$ cat src/rtl/dmem_rr_arbiter_pkg.sv
// Shared types and default sizes for the data-memory round-robin arbiter.
package dmem_arb_pkg;

    localparam int N_REQ_DEF = 8;
    localparam int AW_DEF    = 32;
    localparam int DW_DEF    = 32;
    localparam int IDX_W_DEF = $clog2(N_REQ_DEF);

    typedef logic [IDX_W_DEF-1:0] req_idx_t;

    typedef struct packed {
        logic              en;
        logic              we;
        logic [AW_DEF-1:0] addr;
        logic [DW_DEF-1:0] wdata;
    } mem_cmd_t;

endpackage

$ cat src/rtl/dmem_rr_arbiter_rr_picker.sv
// Combinational one-hot round-robin select: first set request at or above ptr, wrapping.
// Kept generic so other shared peripheral buses can reuse it.
module rr_picker
    import dmem_arb_pkg::*;
#(
    parameter int N  = N_REQ_DEF,
    parameter int PW = $clog2(N)
) (
    input  logic [N-1:0]  i_req,
    input  logic [PW-1:0] i_ptr,
    output logic [N-1:0]  o_gnt,
    output logic [PW-1:0] o_idx,
    output logic          o_any
);

    // Scan N candidates starting at ptr; the wrap is an explicit subtraction so N need not be a power of two
    always_comb begin
        o_gnt = '0;
        o_idx = '0;
        o_any = 1'b0;
        for (int k = 0; k < N; k++) begin
            int            c;
            logic [PW-1:0] w_cand;
            c = int'(i_ptr) + k;
            if (c >= N) begin
                c = c - N;
            end
            w_cand = c[PW-1:0];
            if (!o_any && i_req[w_cand]) begin
                o_any         = 1'b1;
                o_gnt[w_cand] = 1'b1;
                o_idx         = w_cand;
            end
        end
    end

endmodule

$ cat src/rtl/dmem_rr_arbiter.sv
// Round-robin arbiter serialising per-core data-memory accesses onto one registered port.
// Optional bus locking is built when DMEM_ARB_LOCK_EN is defined.
module dmem_rr_arbiter
    import dmem_arb_pkg::*;
#(
    parameter int N_REQ = N_REQ_DEF,
    parameter int AW    = AW_DEF,
    parameter int DW    = DW_DEF
) (
    input  logic                clk,
    input  logic                reset,
    input  logic [N_REQ-1:0]    req,
    input  logic [N_REQ-1:0]    we,
    input  logic [N_REQ*AW-1:0] addr,
    input  logic [N_REQ*DW-1:0] wdata,
`ifdef DMEM_ARB_LOCK_EN
    input  logic [N_REQ-1:0]    lock,
`endif
    output logic [N_REQ-1:0]    gnt,
    output logic [N_REQ-1:0]    rvalid,
    output logic [DW-1:0]       rdata,
    output logic                mem_en,
    output logic                mem_we,
    output logic [AW-1:0]       mem_addr,
    output logic [DW-1:0]       mem_wdata,
    input  logic [DW-1:0]       mem_rdata,
    output logic                busy
);

    localparam int            PW   = $clog2(N_REQ);
    localparam logic [PW-1:0] LAST = PW'(N_REQ - 1);

    logic [PW-1:0]    r_ptr;
    logic [PW-1:0]    r_cmd_tag;
    logic [PW-1:0]    r_rd_tag;
    logic             r_rd_pend;
    logic             r_mem_en;
    logic             r_mem_we;
    logic [AW-1:0]    r_mem_addr;
    logic [DW-1:0]    r_mem_wdata;
    logic [N_REQ-1:0] w_elig;
    logic [N_REQ-1:0] w_gnt;
    logic [PW-1:0]    w_idx;
    logic             w_any;

`ifdef DMEM_ARB_LOCK_EN
    logic          r_lock_own;
    logic [PW-1:0] r_lock_idx;
    logic          w_lock_hold;

    assign w_lock_hold = r_lock_own && (req[r_lock_idx] || lock[r_lock_idx]);

    // While a core owns the bus only its request is visible to the picker
    always_comb begin
        w_elig = req;
        if (w_lock_hold) begin
            w_elig             = '0;
            w_elig[r_lock_idx] = req[r_lock_idx];
        end
    end

    // Take ownership on a locked grant; drop it on an unlocked grant or once the owner goes fully idle
    always_ff @(posedge clk or posedge reset) begin
        if (reset) begin
            r_lock_own <= 1'b0;
            r_lock_idx <= '0;
        end else if (w_any) begin
            r_lock_own <= lock[w_idx];
            r_lock_idx <= w_idx;
        end else if (r_lock_own && !w_lock_hold) begin
            r_lock_own <= 1'b0;
        end
    end
`else
    assign w_elig = req;
`endif

    rr_picker #(
        .N  (N_REQ),
        .PW (PW)
    ) u_picker (
        .i_req (w_elig),
        .i_ptr (r_ptr),
        .o_gnt (w_gnt),
        .o_idx (w_idx),
        .o_any (w_any)
    );

    assign gnt = w_gnt;

    // Register the winner's command and advance the priority pointer past it
    always_ff @(posedge clk or posedge reset) begin
        if (reset) begin
            r_ptr       <= '0;
            r_mem_en    <= 1'b0;
            r_mem_we    <= 1'b0;
            r_mem_addr  <= '0;
            r_mem_wdata <= '0;
            r_cmd_tag   <= '0;
        end else if (w_any) begin
            r_ptr       <= (w_idx == LAST) ? '0 : w_idx + 1'b1;
            r_mem_en    <= 1'b1;
            r_mem_we    <= we[w_idx];
            r_mem_addr  <= addr[w_idx*AW +: AW];
            r_mem_wdata <= wdata[w_idx*DW +: DW];
            r_cmd_tag   <= w_idx;
        end else begin
            r_mem_en    <= 1'b0;
            r_mem_we    <= 1'b0;
            r_mem_addr  <= '0;
            r_mem_wdata <= '0;
        end
    end

    // Remember which core owns the read that memory answers next cycle
    always_ff @(posedge clk or posedge reset) begin
        if (reset) begin
            r_rd_pend <= 1'b0;
            r_rd_tag  <= '0;
        end else begin
            r_rd_pend <= r_mem_en && !r_mem_we;
            r_rd_tag  <= r_cmd_tag;
        end
    end

    // Steer the returning read data to its owner as a one-hot strobe
    always_comb begin
        rvalid = '0;
        if (r_rd_pend) begin
            rvalid[r_rd_tag] = 1'b1;
        end
    end

    assign rdata     = r_rd_pend ? mem_rdata : '0;
    assign mem_en    = r_mem_en;
    assign mem_we    = r_mem_we;
    assign mem_addr  = r_mem_addr;
    assign mem_wdata = r_mem_wdata;
    assign busy      = r_mem_en | r_rd_pend;

endmodule

$ cat config.mk
export PLATFORM = sky130hd
export DESIGN_NAME = dmem_rr_arbiter
export DESIGN_NICKNAME = d
export VERILOG_FILES = /design/src/rtl/dmem_rr_arbiter_pkg.sv /design/src/rtl/dmem_rr_arbiter_rr_picker.sv /design/src/rtl/dmem_rr_arbiter.sv
export SDC_FILE = /design/constraint.sdc
export NUM_CORES = 1
export LEC_CHECK = 0
export ABC_AREA = 1
export ABC_CLOCK_PERIOD_IN_PS = 6200
export CORE_AREA = 3 3 263 265
export DETAILED_ROUTE_END_ITERATION = 6
export DIE_AREA = 0 0 266 268
export PLACE_DENSITY_LB_ADDON = 0.1
export SLEW_MARGIN = 10
export SYNTH_ARGS = -nofsm -noshare
export SYNTH_HDL_FRONTEND = slang
export SYNTH_SLANG_ARGS = --single-unit
export TNS_END_PERCENT = 100
$ cat constraint.sdc
create_clock -name clk -period 6.2 [get_ports clk]
set_input_delay 1.24 -clock clk [delete_from_list [all_inputs] [get_ports clk]]
set_output_delay 1.24 -clock clk [all_outputs]
set_load 0.005 [all_outputs]
Word-level counts from Yosys, hierarchy flattened
Index checks and enable logic that the tools add are counted.
{"block": "word_totals", "mem_bits_ro": 0, "input_bits": 562, "elab_cells": 162, "memories": 0, "out_inout_bits": 115, "mem_bits_rw": 0, "latchBits": 0, "regBits": 76}
{"block": "classes", "n_lt_le_gt_ge": 27, "bitwise": 8, "n_reduce_logical": 25, "multipliers": 0, "muxes": 75, "n_eq_ne": 1, "add_sub_neg": 16, "shift": 2, "n_div": 0}
{"operator": "$shiftx 256x9->32", "n": 2}
{"operator": "$mux 32", "n": 3}
{"operator": "$mux 8", "n": 9}
{"operator": "$or 8x8->8", "n": 7}
{"operator": "$mux 3", "n": 17}
{"operator": "$lt 3x4->1 const B", "n": 10}
{"operator": "$ge 4x4->1 const B", "n": 7}
{"operator": "$mux 1", "n": 28}
{"operator": "$bmux 1 s3", "n": 9}
{"operator": "$demux 1 s3", "n": 9}
{"operator": "$ge 3x1->1 const B", "n": 9}
{"operator": "$sub 3x1->3 const B", "n": 8}
{"operator": "$logic_and 1x1->1", "n": 17}
{"operator": "$add 3x3->4 const B", "n": 4}
{"operator": "$add 3x2->4 const B", "n": 2}
{"operator": "$logic_not 1->1", "n": 8}
{"operator": "$add 3x1->4 const B", "n": 1}
{"operator": "$ge 3x4->1 const B", "n": 1}
{"operator": "$add 3x1->3 const B", "n": 1}
{"operator": "$eq 3x3->1 const B", "n": 1}
{"operator": "$or 1x1->1", "n": 1}

Logic depth before layout (Yosys ltp)
Gate-level depths: netlist of run 1.
{"block": "depth", "ltp_word": 29, "mapped_depth": 25, "mapped_depth_nobuf": 21}

Hierarchy
From an unflattened synthesis of run 1, not the netlist that was laid out.
{"block": "unflattened", "cells_unflattened": 2216, "area_unflattened_um2": 10925.5}
{"module": "dmem_rr_arbiter", "cells_per_inst": 1911, "seq_area_each_um2": 1901.8, "n_inst": 1, "area_per_inst_um2": 9374.0}
{"module": "rr_picker", "cells_per_inst": 305, "seq_area_each_um2": 0.0, "n_inst": 1, "area_per_inst_um2": 1551.5}

Worst setup path before layout of run 1
No wires, ideal clock.
{"block": "synth_timing", "path_kind": "input to output", "startpoint": "input req[3]", "endpoint": "output gnt[5]", "t_arrival_ns": 2.501, "n_path_buf": 0, "setup_slack_ns": 2.459, "required_time_ns": 4.960, "cell_stages": 11, "path_cell_list": "nand2_1 > nand3_1 > nand3_1 > nand2_4 > nor2_8 > nand4_2 > nor2_2 > inv_1 > o221ai_1 > a21oi_1 > o211ai_1"}
{"block": "synth_between", "elab_chain_len": 24, "elab_cells_between_ends": 52, "classes_between": "31 x mux; 7 x bitwise; 14 x reduce/logical"}
{"element": "start: declaration", "line": "dmem_rr_arbiter.sv:12", "source": "input logic [N_REQ-1:0] req,"}
{"element": "$bmux 1 s3", "line": "dmem_rr_arbiter_rr_picker.sv:29", "source": "if (!o_any && i_req[w_cand]) begin"}
{"element": "$mux 1 (implied by the code)", "line": "dmem_rr_arbiter_rr_picker.sv:29"}
{"element": "$mux 1", "line": "dmem_rr_arbiter_rr_picker.sv:29"}
{"element": "$logic_not 1->1", "line": "dmem_rr_arbiter_rr_picker.sv:29"}
{"element": "$logic_and 1x1->1", "line": "dmem_rr_arbiter_rr_picker.sv:29"}
{"element": "$mux 1", "line": "dmem_rr_arbiter_rr_picker.sv:29"}
{"element": "$logic_not 1->1", "line": "dmem_rr_arbiter_rr_picker.sv:29"}
{"element": "$logic_and 1x1->1", "line": "dmem_rr_arbiter_rr_picker.sv:29"}
{"element": "(+8 left out)"}
{"element": "$logic_and 1x1->1", "line": "dmem_rr_arbiter_rr_picker.sv:29"}
{"element": "$mux 1", "line": "dmem_rr_arbiter_rr_picker.sv:29"}
{"element": "$logic_not 1->1", "line": "dmem_rr_arbiter_rr_picker.sv:29"}
{"element": "$logic_and 1x1->1", "line": "dmem_rr_arbiter_rr_picker.sv:29"}
{"element": "$mux 1", "line": "dmem_rr_arbiter_rr_picker.sv:29"}
{"element": "$logic_not 1->1", "line": "dmem_rr_arbiter_rr_picker.sv:29"}
{"element": "$logic_and 1x1->1", "line": "dmem_rr_arbiter_rr_picker.sv:29"}
{"element": "$mux 8 *", "line": "dmem_rr_arbiter_rr_picker.sv:29"}
{"element": "end: declaration", "line": "dmem_rr_arbiter.sv:19", "source": "output logic [N_REQ-1:0] gnt,"}
Mark *: on every way between the ends. The rest lies on a longest branch, timed or not. The select of a mux whose other input is x is not followed.

Final worst setup path of run 1
{"block": "layout_timing", "startpoint": "register r_ptr[0]", "endpoint": "output gnt[1]"}
{"block": "layout_between", "elab_chain_len": 26, "elab_cells_between_ends": 123, "classes_between": "15 x add/sub; 24 x order compare; 55 x mux; 7 x bitwise; 22 x reduce/logical"}
{"element": "start: declaration", "line": "dmem_rr_arbiter.sv:33", "source": "logic [PW-1:0] r_ptr;"}
{"element": "start signal: assignment", "line": "dmem_rr_arbiter.sv:101", "source": "r_ptr <= (w_idx == LAST) ? '0 : w_idx + 1'b1;"}
{"element": "parallel branches: the longest is 25 deep, another holds $add 3x1->4"}
{"element": "$mux 8 *", "line": "dmem_rr_arbiter_rr_picker.sv:29"}
Every way passes the cells marked *. The select of a mux whose other input is x is not followed.

==> flow_metrics.env, run 1 <==
export IMPL_outcome="finished, final reports clean"
export IMPL_drtAntennaViolNets=0
export IMPL_max_freq_ghz=0.179
export IMPL_worstMarginPinSlew_ns=1.07
export IMPL_grt_pass1_wl_um=98600
export IMPL_start_util_pct=15.8
export IMPL_die_h_um=268
export IMPL_rsz0062_at_grt="no"
export IMPL_clk_latency_ns=0.39
export IMPL_clk_pin_slew_worst_paths_ns=0.06
export IMPL_routabilityCongestion=0.864
export IMPL_synth_async_sr_flop_share_pct=100
export IMPL_r2r_cells=19
export IMPL_synthTopCellsByArea="nand2_1, dfrtp_1, nand3_1"
export IMPL_post_cts_setup_buffers=0
export IMPL_ys_types=37
export IMPL_critPathRequiredTime_ns=4.96
export IMPL_maxCapViolCount=0
export IMPL_synth_net_count=2552
export IMPL_synth_area_um2=10600
export IMPL_postLayoutCellArea_um2=18400
export IMPL_r2r_end="r_ptr[0]"
export IMPL_ios=677
export IMPL_drt_wl_total_um=68800
export IMPL_fin_nets=3128
export IMPL_worst_hold_path_type="register to register"
export IMPL_drt_iter0_markers=734
export IMPL_r2r_start="r_ptr[0]"
export IMPL_clock_path_buffers=2
export IMPL_vias_per_cell=4.23
export IMPL_cp_max_fo=27
export IMPL_antenna_found_initial=8
export IMPL_rrSetupSlack_ns=1.19
export IMPL_timing_final_crit_share_pct=90.3
export IMPL_preCtsSetupSlack_ns=0.980
export IMPL_num_fill_cells=7629
export IMPL_relSlewSlack_pct=28.6
export IMPL_crit_arrival_ns=4.36
export IMPL_detail_route_wl_per_cell_um=20.0
export IMPL_timing_setup_tns_ns=0
export IMPL_path_class="register to output pin"
export IMPL_grt_overflow_total=0
export IMPL_grt_pass1_vias=14700
export IMPL_dp_hpwl_um=53100
export IMPL_hold_buffers=0
export IMPL_skew_ns=0.00799
export IMPL_die_area_um2=71300
export IMPL_synthToLayoutAreaGrowth_pct=73.6
export IMPL_crit_path_end_kind="output pin"
export IMPL_io_buffer_count=676
export IMPL_rows=95
export IMPL_synth_cells=1982
export IMPL_yosysTopAreaCell="nand2_1"
export IMPL_cts_tree="built"
export IMPL_dpl_cell_area_um2=18100
export IMPL_syn_avg_cell_area_um2=5.35
export IMPL_final_max_slew_violation_count=0
export IMPL_cts_root_buf="clkbuf_16"
export IMPL_drc=0
export IMPL_coreArea_um2=67000
export IMPL_final_common_cell="clkdlybuf4s50_1"
export IMPL_die_x_um=266
export IMPL_track_usage_pct=18.5
export IMPL_timing_final_ws_setup_ns=0.601
export IMPL_setup_viol=0
export IMPL_cts_resized=0
export IMPL_ys_seq_elements=76
export IMPL_firstDrtPassIters=5
export IMPL_final_cell_mix="clkdlybuf4s50_1, nand2_1, inv_1, nand3_1, nor2_1"
export IMPL_dp_cells=3420
export IMPL_final_instance_count_excl_fill=3439
export IMPL_yosysWarnings=0
export IMPL_period_needed_ns=5.60
export IMPL_seq_area_frac_synth_pct=17.9
export IMPL_ys_flop_type="dfrtp_1"
export IMPL_crit_start="r_ptr[0]"
export IMPL_synth_top_area_share_pct=18.1
export IMPL_vias=14500
export IMPL_cts_buffers=9
export IMPL_critical_path_startpoint_type="register"
export IMPL_holdPathEnd="r_rd_tag[2]"
export IMPL_synth_edff_count=0
export IMPL_hold_path_depth=0
export IMPL_hp_start="r_cmd_tag[2]"
export IMPL_htreeDepth=3
export IMPL_grt_max_degree=197
export IMPL_hold_violations=0
export IMPL_cts_sinks=76
export IMPL_drive_above_1_share_pct=2.77
-- cells in the mapped netlist (3+ instances only) --
| cell type | instances |
|---|---|
| o22ai_1 | 4 |
| ha_1 | 8 |
| nor2_1 | 221 |
| inv_1 | 392 |
| buf_6 | 13 |
| o21ai_1 | 5 |
| o2111ai_1 | 5 |
| dfrtp_1 | 76 |
| o21ai_0 | 67 |
| nor3_1 | 13 |
| nand3_1 | 357 |
| clkbuf_1 | 50 |
| a221oi_1 | 5 |
| o221ai_1 | 3 |
| nand3b_1 | 130 |
| nand2_2 | 3 |
| nand2_1 | 512 |
| o211ai_1 | 7 |
| inv_2 | 8 |
| nand2_4 | 3 |
| nand3_2 | 3 |
| buf_4 | 11 |
| buf_1 | 9 |
| buf_2 | 55 |
| a21oi_1 | 7 |
-- critical path: stages, from the launching register on --
cell             delay [ns]
dfrtp_1                0.34
buf_4                  0.32
inv_4                  0.19
ha_1                   0.73
inv_2                  0.31
nand3_1                0.20
nand3_1                0.12
nand2_4                0.16
nor2_8                 0.05
inv_1                  0.05
nor2_1                 0.04
nand2_1                0.12
inv_1                  0.15
a21oi_1                0.15
o21ai_0                0.09
a221oi_1               0.27
o211ai_1               0.18
clkdlybuf4s50_1        0.48
-- logic make-up after synthesis --
kind of cell             synth area share (%)
AO/OA/AOI/OAI                            5.66
flip-flops                               17.9
adder cells (fa/ha/maj)                 0.943
AND/OR/NAND/NOR                          54.4
buffers and inverters                    21.1
-- registers in the layout (all words and copies together), names as in the netlist --
| register | count |
|---|---|
| mem_addr | 32 |
| mem_en | 1 |
| mem_wdata | 32 |
| mem_we | 1 |
| r_cmd_tag | 3 |
| r_ptr | 3 |
| r_rd_pend | 1 |
| r_rd_tag | 3 |
-- cell type report --
cell class                 count  area, um2  area share, %
timing repair buffer         703       7090           38.5
clock inverter                 1       5.00         0.0272
antenna                        4       10.0         0.0543
inverter                     402       1520           8.23
clock buffer                  14        284           1.54
multi-input combinational   1366       6520           35.4
sequential                    76       1900           10.3
tap                          873       1090           5.93
-- how the worst max path moves through the flow --
stage,depth (start not counted),slack [ns],end
floorplan,11,2.46,gnt[5]
global placement,15,1.03,gnt[5]
detailed placement,17,0.98,gnt[1]
CTS,17,0.53,gnt[1]
global route,15,0.24,gnt[7]
finish,17,0.60,gnt[1]
-- stage by stage --
stage,hold slack (ns),utilization (%)
detailed placement,0.371,27.0
floorplan,0.354,-
global route,0.402,27.5
CTS,0.386,27.5
finish,0.380,27.5
global placement,0.378,27.0
-- metal layers --
layer	track usage (%)	vias up	share of wire, %
met5	0	-	0.039
met4	2.34	4	0.78
met3	5.60	21	7.4
met2	34.3	494	52
met1	21.4	6790	40
li1	-	7237	-
Power of run 1 is left out: the tool's default activity adds up to more than one toggle a clock period on the data nets, which glitch-free logic cannot reach.
==> run 2, diff against run 1 <==
--- a/config.mk
+++ b/config.mk
@@ -10,7 +10,6 @@
 export CORE_AREA = 3 3 263 265
 export DETAILED_ROUTE_END_ITERATION = 6
 export DIE_AREA = 0 0 266 268
-export PLACE_DENSITY_LB_ADDON = 0.1
 export SLEW_MARGIN = 10
 export SYNTH_ARGS = -nofsm -noshare
 export SYNTH_HDL_FRONTEND = slang
==> run 2 against run 1 <==
  * Sequential cell count stayed put
  * Via count is 0.52% lower
  * Non-clock buffer count is 9 higher
  * Clock skew is 0.0023 ns lower
  * Routed wire length is 12% lower
  * Fmax is 4.7% higher
  * Global-route usage is 2.5 points lower
  * First-iteration DRC count is 35% higher
  * Final area is 0.36% higher
  * Critical path type unchanged
==> flow_metrics.env, run 2 (synthesized netlist as in run 1, its figures left out) <==
export IMPL_post_cts_setup_buffers=0
export IMPL_io_buffer_count=676
export IMPL_cts_resized=0
export IMPL_rsz0062_at_grt="no"
export IMPL_worstMarginPinSlew_ns=1.00
export IMPL_cts_sinks=76
export IMPL_final_max_slew_violation_count=0
export IMPL_setup_viol=0
export IMPL_crit_arrival_ns=4.11
export IMPL_die_h_um=268
export IMPL_drc=0
export IMPL_final_cell_mix="clkdlybuf4s50_1, nand2_1, inv_1, nand3_1, nor2_1"
export IMPL_final_common_cell="clkdlybuf4s50_1"
export IMPL_cp_slowest_stage_delay_ns=0.64
export IMPL_path_class="register to output pin"
export IMPL_clk_pin_slew_worst_paths_ns=0.08
export IMPL_worst_hold_path_type="register to register"
export IMPL_htreeDepth=3
export IMPL_skew_ns=0.00570
export IMPL_drive_above_1_share_pct=3.19
export IMPL_cp_top_family="buffers and inverters"
export IMPL_critical_path_startpoint_type="register"
export IMPL_die_x_um=266
export IMPL_maxCapViolCount=0
export IMPL_cp_buffers_inverters=4
export IMPL_worstPathCellList="inv_2 > ha_1 > inv_2 > nand3_1 > nand3_1 > nand2_4 > nor2_8 > nand2_1 > inv_1 > nand2_1 > o211ai_1 > a221oi_1 > o2111ai_1 > clkdlybuf4s50_1"
export IMPL_outcome="finished, final reports clean"
export IMPL_period_needed_ns=5.35
export IMPL_start_util_pct=15.8
export IMPL_rows=95
export IMPL_drt_iter0_markers=991
export IMPL_vias=14500
export IMPL_grt_pass1_wl_um=86400
export IMPL_cp_max_fo=15
export IMPL_grt_overflow_total=0
export IMPL_dp_hpwl_um=47000
export IMPL_drtAntennaViolNets=0
export IMPL_clock_path_buffers=2
export IMPL_track_usage_pct=16.0
export IMPL_crit_path_end_kind="output pin"
export IMPL_detail_route_wl_per_cell_um=17.5
export IMPL_vias_per_cell=4.20
export IMPL_die_area_um2=71300
export IMPL_drt_wl_total_um=60500
export IMPL_coreArea_um2=67000
export IMPL_routabilityCongestion=0.911
export IMPL_ios=677
export IMPL_grt_pass1_vias=13600
export IMPL_cts_buffers=9
export IMPL_clk_latency_ns=0.38
export IMPL_grt_max_degree=92
export IMPL_antenna_found_initial=3
export IMPL_critPathSlowestCell="ha_1"
export IMPL_cts_root_buf="clkbuf_16"
export IMPL_timing_setup_tns_ns=0
export IMPL_relSlewSlack_pct=33.3
export IMPL_fin_nets=3137
export IMPL_cts_tree="built"
export IMPL_synthToLayoutAreaGrowth_pct=74.2
export IMPL_max_freq_ghz=0.187
export IMPL_hold_violations=0
export IMPL_firstDrtPassIters=5
export IMPL_timing_final_crit_share_pct=86.3
export IMPL_hold_buffers=0
export IMPL_critPathRequiredTime_ns=4.96
run 2: path summary, 6_finish.rpt:
| kind | start | endpoint | slack [ns] | depth (start not counted) |
|---|---|---|---|---|
| max | r_ptr[1] | gnt[0] | 0.85 | 14 |
| min | r_cmd_tag[2] | r_rd_tag[2] | 0.38 | 0 |
| max reg2reg | r_ptr[1] | mem_wdata[4] | 1.36 | 18 |
| min reg2reg | r_cmd_tag[2] | r_rd_tag[2] | 0.38 | 0 |
| max in group asynchronous | reset | mem_addr[30] | 3.85 | 3 |
| min in group asynchronous | reset | mem_addr[8] | 1.27 | 2 |
run 2: metal layers:
| metal | up-vias | track usage (%) | wire [um] |
|---|---|---|---|
| met5 | - | 0 | 13 |
| met4 | 2 | 3.99 | 1160 |
| met3 | 41 | 3.84 | 4520 |
| met2 | 560 | 28.8 | 30200 |
| met1 | 6611 | 19.1 | 24600 |
| li1 | 7257 | - | - |
run 2: cell type report:
cell class | count | area (um2)
Multi-Input combinational cell | 1366 | 6520
Clock buffer | 9 | 225
Fill cell | 7517 | 48500
Clock inverter | 7 | 82.6
Sequential cell | 76 | 1900
Tap cell | 873 | 1090
Antenna cell | 1 | 2.50
Inverter | 402 | 1520
Timing Repair Buffer | 712 | 7150
run 2: worst register-to-register path, stage by stage (launching register included):
cell and delay [ns]:
dfrtp_1 0.60, inv_2 0.21, ha_1 0.64, inv_2 0.27
nand3_1 0.18, nand3_1 0.12, nand2_4 0.16, nor2_8 0.05
nand2_1 0.16, inv_1 0.17, nand2_1 0.09, o211ai_1 0.08
nor3_1 0.23, nand4_1 0.33, clkinv_2 0.62, buf_4 0.50
nand2_1 0.13, nor2_1 0.13, nor2_1 0.06
run 2: metrics by stage:
step | setup WS [ns] | std cells | util, % | area, um2 | hold slack, ns
CTS | 0.836 | 3445 | 27.6 | 18500 | 0.389
global placement | 1.12 | 3429 | 27.1 | 18200 | 0.360
detailed placement | 1.12 | 3429 | 27.1 | 18200 | 0.367
finish | 0.851 | 3446 | 27.6 | 18500 | 0.382
floorplan | 2.46 | 1982 | - | 10600 | 0.354
global route | 0.531 | 3446 | 27.6 | 18500 | 0.394
Power of run 2 is left out for the same reason.
